`src/rtl/fetch_queue_if.sv`:
```
// Fetch-queue bundle: fetch-unit PC, instruction-memory read port and decode handshake.
// master = surrounding pipeline and memory, slave = fetch_queue.
interface fetch_queue_if #(
    parameter int ADDR_W  = 8,
    parameter int INSTR_W = 9,
    parameter int DEPTH   = 4
);
    localparam int CNT_W = $clog2(DEPTH) + 1;

    logic               start;
    logic [ADDR_W-1:0]  pc_i;
    logic               fetch_adv;
    logic               flush;
    logic               imem_rd_en;
    logic [ADDR_W-1:0]  imem_addr;
    logic [INSTR_W-1:0] imem_rdata;
    logic               de_valid;
    logic [ADDR_W-1:0]  de_pc;
    logic [INSTR_W-1:0] de_instr;
    logic               de_ready;
    logic [CNT_W-1:0]   q_count;

    modport master (
        output start, pc_i, flush, imem_rdata, de_ready,
        input  fetch_adv, imem_rd_en, imem_addr, de_valid, de_pc, de_instr, q_count
    );

    modport slave (
        input  start, pc_i, flush, imem_rdata, de_ready,
        output fetch_adv, imem_rd_en, imem_addr, de_valid, de_pc, de_instr, q_count
    );
endinterface

```
`src/rtl/fetch_queue.sv`:
```
// Fetch queue: issues I-mem reads under a credit limit and buffers {pc, instr} for decode.
// FETCHQ_BYPASS_EN lets a response reach decode in its arrival cycle when the FIFO is empty.
module fetch_queue #(
    parameter int ADDR_W  = 8,
    parameter int INSTR_W = 9,
    parameter int DEPTH   = 4
) (
    input logic          f_clk,
    input logic          rst_n,
    fetch_queue_if.slave fq
);
    localparam int PTR_W = $clog2(DEPTH);
    localparam int CNT_W = PTR_W + 1;

    typedef struct packed {
        logic [ADDR_W-1:0]  pc;
        logic [INSTR_W-1:0] instr;
    } entry_t;

    typedef enum logic [1:0] {IDLE, RUN, FLUSH} state_t;

    state_t            state, state_nxt;
    entry_t            mem [DEPTH];
    entry_t            head;
    logic [PTR_W-1:0]  wr_ptr, rd_ptr;
    logic [CNT_W-1:0]  count;
    logic [CNT_W:0]    credits;
    logic              inflight;
    logic [ADDR_W-1:0] inflight_pc;
    logic              issue, resp, push, pop, de_valid;

    always_ff @(posedge f_clk or negedge rst_n) begin
        if (!rst_n) state <= IDLE;
        else        state <= state_nxt;
    end

    always_comb begin
        state_nxt = state;
        case (state)
            IDLE:    if (fq.start) state_nxt = RUN;
            RUN:     if (fq.flush) state_nxt = FLUSH;
            FLUSH:   state_nxt = RUN;
            default: state_nxt = IDLE;
        endcase
    end

    // Queued plus in-flight entries are the credits; this is what keeps the FIFO from overflowing.
    assign credits = {1'b0, count} + (CNT_W+1)'(inflight);
    assign issue   = (state == RUN) && !fq.flush && (credits < (CNT_W+1)'(DEPTH));
    assign resp    = inflight && !fq.flush && (state != FLUSH);

`ifdef FETCHQ_BYPASS_EN
    logic bypass;
    assign bypass   = resp && (count == '0);
    assign de_valid = (count != '0) || bypass;
    assign head     = (count == '0) ? {inflight_pc, fq.imem_rdata} : mem[rd_ptr];
    assign pop      = (count != '0) && fq.de_ready;
    assign push     = resp && !(bypass && fq.de_ready);
`else
    assign de_valid = (count != '0);
    assign head     = mem[rd_ptr];
    assign pop      = de_valid && fq.de_ready;
    assign push     = resp;
`endif

    always_ff @(posedge f_clk or negedge rst_n) begin
        if (!rst_n) begin
            inflight    <= 1'b0;
            inflight_pc <= '0;
        end else begin
            inflight    <= issue;
            inflight_pc <= fq.pc_i;
        end
    end

    always_ff @(posedge f_clk) begin
        if (push) mem[wr_ptr] <= {inflight_pc, fq.imem_rdata};
    end

    // A pop in the flush cycle has already been seen by decode, so clearing covers it.
    always_ff @(posedge f_clk or negedge rst_n) begin
        if (!rst_n) begin
            wr_ptr <= '0;
            rd_ptr <= '0;
            count  <= '0;
        end else if (fq.flush) begin
            wr_ptr <= '0;
            rd_ptr <= '0;
            count  <= '0;
        end else begin
            if (push) wr_ptr <= wr_ptr + PTR_W'(1);
            if (pop)  rd_ptr <= rd_ptr + PTR_W'(1);
            case ({push, pop})
                2'b10:   count <= count + CNT_W'(1);
                2'b01:   count <= count - CNT_W'(1);
                default: count <= count;
            endcase
        end
    end

    assert property (@(posedge f_clk) disable iff (!rst_n) !(push && count == CNT_W'(DEPTH)));

    assign fq.fetch_adv  = issue;
    assign fq.imem_rd_en = issue;
    assign fq.imem_addr  = issue ? fq.pc_i : '0;
    assign fq.de_valid   = de_valid;
    assign fq.de_pc      = de_valid ? head.pc : '0;
    assign fq.de_instr   = de_valid ? head.instr : '0;
    assign fq.q_count    = count;
endmodule
```
`src/flat_wrapper.sv`:
```
// flat-port wrapper written by rule: the top's interface ports become plain ports
module fetch_queue_flat 
#(
    parameter int ADDR_W  = 8,
    parameter int INSTR_W = 9,
    parameter int DEPTH   = 4
)
  (f_clk, rst_n, fq_start, fq_pc_i, fq_flush, fq_imem_rdata, fq_de_ready, fq_fetch_adv, fq_imem_rd_en, fq_imem_addr, fq_de_valid, fq_de_pc, fq_de_instr, fq_q_count);
  fetch_queue_if #(.ADDR_W(ADDR_W), .INSTR_W(INSTR_W), .DEPTH(DEPTH)) fq_i ();
  input logic f_clk;
  input logic rst_n;
  input wire logic [$bits(fq_i.start)-1:0] fq_start;
  input wire logic [$bits(fq_i.pc_i)-1:0] fq_pc_i;
  input wire logic [$bits(fq_i.flush)-1:0] fq_flush;
  input wire logic [$bits(fq_i.imem_rdata)-1:0] fq_imem_rdata;
  input wire logic [$bits(fq_i.de_ready)-1:0] fq_de_ready;
  output wire logic [$bits(fq_i.fetch_adv)-1:0] fq_fetch_adv;
  output wire logic [$bits(fq_i.imem_rd_en)-1:0] fq_imem_rd_en;
  output wire logic [$bits(fq_i.imem_addr)-1:0] fq_imem_addr;
  output wire logic [$bits(fq_i.de_valid)-1:0] fq_de_valid;
  output wire logic [$bits(fq_i.de_pc)-1:0] fq_de_pc;
  output wire logic [$bits(fq_i.de_instr)-1:0] fq_de_instr;
  output wire logic [$bits(fq_i.q_count)-1:0] fq_q_count;
  assign fq_i.start = fq_start;
  assign fq_i.pc_i = fq_pc_i;
  assign fq_i.flush = fq_flush;
  assign fq_i.imem_rdata = fq_imem_rdata;
  assign fq_i.de_ready = fq_de_ready;
  assign fq_fetch_adv = fq_i.fetch_adv;
  assign fq_imem_rd_en = fq_i.imem_rd_en;
  assign fq_imem_addr = fq_i.imem_addr;
  assign fq_de_valid = fq_i.de_valid;
  assign fq_de_pc = fq_i.de_pc;
  assign fq_de_instr = fq_i.de_instr;
  assign fq_q_count = fq_i.q_count;
  fetch_queue #(.ADDR_W(ADDR_W), .INSTR_W(INSTR_W), .DEPTH(DEPTH)) u_core (.f_clk(f_clk), .rst_n(rst_n), .fq(fq_i));
endmodule
```
`config.mk`:
```
export PLATFORM = sky130hd
export DESIGN_NAME = fetch_queue_flat
export DESIGN_NICKNAME = d
export VERILOG_FILES = /design/src/rtl/fetch_queue_if.sv /design/src/rtl/fetch_queue.sv /design/src/flat_wrapper.sv
export SDC_FILE = /design/constraint.sdc
export NUM_CORES = 1
export LEC_CHECK = 0
export CAP_MARGIN = 10
export CORE_AREA = 2 2 98 72
export DETAILED_ROUTE_END_ITERATION = 8
export DIE_AREA = 0 0 100 74
export PLACE_DENSITY = 0.85
export SYNTH_ARGS = -nofsm -noshare
export SYNTH_HDL_FRONTEND = slang
export SYNTH_SLANG_ARGS = --single-unit
```
`constraint.sdc`:
```
create_clock -name f_clk -period 5.6 [get_ports f_clk]
set_input_delay 0.84 -clock f_clk [delete_from_list [all_inputs] [get_ports f_clk]]
set_output_delay 0.84 -clock f_clk [all_outputs]
set_load 0.05 [all_outputs]
```
==> results.md <==
- DP Cell Count: between 300 and 400
- DRT antenna net count: 0
- 1st-pass router iterations: 4
- ANT cells: 0
- Remaining DRCs: 0
- Resized Gates After CTS: 0
- Tot GR Track Use: between 10% and 20%
- Synth warnings: 0
- DP Wirelength: ~3.8 mm
- # hold bufs at CTS: 0
- Fin crit share: between 70% and 80%
- Largest net degree at the start of global routing: 20
- Fmax: 239.9 MHz
- Top-area cell type share of the netlist area: between 50% and 60%
- Vias: ~1,800
- Max Root-Sink Buffers: 2
- Clock Root Buffer: clkbuf_8
- Final net count: 274
- Grt total ovfl: 0
- Worst setup EP type: output pin
- RSZ-0062 raised after global routing: false
- Post-synthesis sequential area ratio: approximately 70%
- Cell count after synthesis: about 190
- Post-synthesis xor/xnor area fraction: less than 1%
- Slew of the pin with the lowest slew margin: 917.7 ps
- Yosys top cell by area: edfxtp_1
- Count leader, synth: edfxtp_1
- Die height: 74 um
- Most instantiated cells after synthesis: edfxtp_1 (68), dfrtp_1 (18), mux4_2 (17)
- Vias per cell: approximately 5.4
- Min Tclk post-route: about 4200 ps
- Synth unique cells: 34
- Mapped Nets: roughly 220
- CP max stage delay: about 800 ps
- Number of global-route vias before repair: roughly 1,800
- Hold Violations, Final: 0
- Setup violators final: 0
- Clock Skew: 7.007 ps
- WP data arrival: around 3300 ps
- Simple-Gate Fraction of Synth Area: between 8 and 9%
- CP Launch Type: input pin
- Post-synth EDFFs: slightly below 70
- Sequential share of power: ~36%
- Mean Syn Cell Area: around 18 um2
- Compound-Gate Fraction of Synth Area: roughly 3.9%
- Initial antenna violation count: 0
- CTS tree: done
- Multi-input logic area: about 900 um2
- Initial Utilization: 53.19%
- Top cells by area, synth: edfxtp_1 (59%), dfrtp_1 (13%), mux4_2 (11%)
- Crit-path slowest cell: clkdlybuf4s50_1
- Fillers: roughly 460
- Status: completed
- Hold WS: slightly above 500 ps
- CP top delay family: buffers and inverters
- Pwr per Cell Area: about 540 nW/um2
- VDD IR max: roughly 0.31 mV
- Routed WL: ~6 mm
- Req. time, crit path: 4760 ps
- CP bufs+invs: 2
- Setup repair bufs after CTS: 0
- Row cnt: 25
- Leak: roughly 1.4 nW
- WS Path Type: input pin to output pin
- Layout cells sized above 1: around 15%
- Core area: about 6500 um2
- Max FO, Critical Path: 11
- Ys async rst share: 20.93%
- Largest family of logic cells by synthesized area: multiplexers
- Post-synthesis mux area share: between 10 and 15%
- Number of CTS-inserted buffers: 9
- Sequential Area: approximately 2500 um2
- Die area: 7400 um2
- PortBufs: 52
- Clock Latency Late Sink: between 300 and 400 ps
- Sw Share: 40.76%
- Post-Syn Area: between 3000 and 4000 um2
- Clock share of power: between 10% and 20%
- Top_reg_cell synth: edfxtp_1
- Slew Viols, Final: 0
- Post-Synth Adder-Cell Area: around 2%
- Wirelength per Cell: 17.61 um
- Internal power: 1.358 mW
- DR iter-0 viols: around 140
- Sw Pwr: ~930 uW
- Hold crit path type: flip-flop to flip-flop
- Reg clk slew, reported paths: about 80 ps
- Worst-path cell chain: clkdlybuf4s50_1 -> or4b_4 -> a31oi_4 -> and2_1 -> clkdlybuf4s50_1
- H-tree depth: 3
- Global-route wire length before repair: 9.315 mm
- I/O Pins: 53
- Setup TNS: 0 ps
- Area growth, synth to finish: 22.67%
- Combinational power share: a little under half
- Synthesized flop and latch total: 86
- TritonCTS Sinks: 86
- Most common cell on crit path: clkdlybuf4s50_1
- Die width: about 100 um
- Max-Cap Viols: 0
- Slew HR: approximately two fifths
- Non-filler cells, final: roughly 330
- GPL Wtd Cong: 0.7567
-- worst register-to-register path, stage by stage (launching register included) --
cell and delay (ps):
dfrtp_1 530, o31ai_1 620, nor2_1 110, fa_1 450, a211oi_1 200, a211oi_1 80, a211oi_1 230
-- sequential cells by signal, summed over array words and instances, names as in the netlist --
| register | flops |
|---|---|
| u_core.mem | 68 |
| u_core.inflight_pc | 8 |
| u_core.fq.q_count | 3 |
| u_core.rd_ptr | 2 |
| u_core.state | 2 |
| u_core.wr_ptr | 2 |
| u_core.inflight | 1 |
-- final timing paths --
path,startpoint,to,slack (ps),cells after the start
hold / removal,u_core.inflight_pc[4],u_core.mem[3][13],500,0
max in group asynchronous,rst_n,u_core.inflight_pc[5],4100,1
hold reg to reg,u_core.inflight_pc[4],u_core.mem[3][13],500,0
setup reg to reg,u_core.fq.q_count[1],u_core.fq.q_count[2],3290,6
min in group asynchronous,rst_n,u_core.rd_ptr[1],980,1
setup / recovery,fq_flush,fq_imem_addr[5],1430,5
-- per-stage QoR --
stage | util, % | power [mW] | worst slack (ps) | instance area (um2)
after floorplan | - | 1.576 | 2472 | 3461
after global placement | 62.31 | 1.888 | 1448 | 4054
after detailed placement | 62.31 | 1.904 | 1414 | 4054
after CTS | 65.25 | 2.313 | 1400 | 4245
after global routing | 65.25 | 2.402 | 1313 | 4245
final | 65.25 | 2.293 | 1431 | 4245
-- logic make-up after synthesis --
logic type / after synthesis
AO/OA/AOI/OAI: 19
adder cells (fa/ha/maj): 5
multiplexers: 18
flip-flops: 86
XOR/XNOR: 2
buffers and inverters: 12
AND/OR/NAND/NOR: 47
-- per-layer routing --
metal	up-vias	global-route usage [%]	wire (um)
met5	-	0	0
met4	0	4.566	49
met2	65	29.95	3013
met1	887	22.02	2459
met3	9	6.673	341
li1	836	-	-
-- layout make-up --
type,instances,area share (%)
Clock inverter,5,1.415
Multi-Input combinational cell,91,21.34
Clock buffer,11,3.095
Inverter,5,0.4421
Sequential cell,86,58.71
Timing Repair Buffer,54,12.61
Tap cell,81,2.387
-- placed cells by master (no fill, tap or decap), drive strengths merged, types with 5 or more instances in the layout --
| cell type | count |
|---|---|
| dfrtp | 18 |
| mux4 | 17 |
| and2b | 5 |
| clkbuf | 11 |
| edfxtp | 68 |
| clkdlybuf4s50 | 52 |
| a21oi | 5 |
| nor2b | 13 |
| o21ai | 5 |
| and2 | 12 |
| inv | 6 |
-- power groups by stage --
stage	Sequential, mW	Combinational [mW]	Clock (mW)
floorplan	0.835	0.741	0
global placement	0.831	1.06	0
finish	0.821	1.06	0.410
global route	0.831	1.13	0.445
CTS	0.822	1.07	0.421
detailed placement	0.836	1.07	0
No activity file was read; power rests on OpenSTA's default activity.
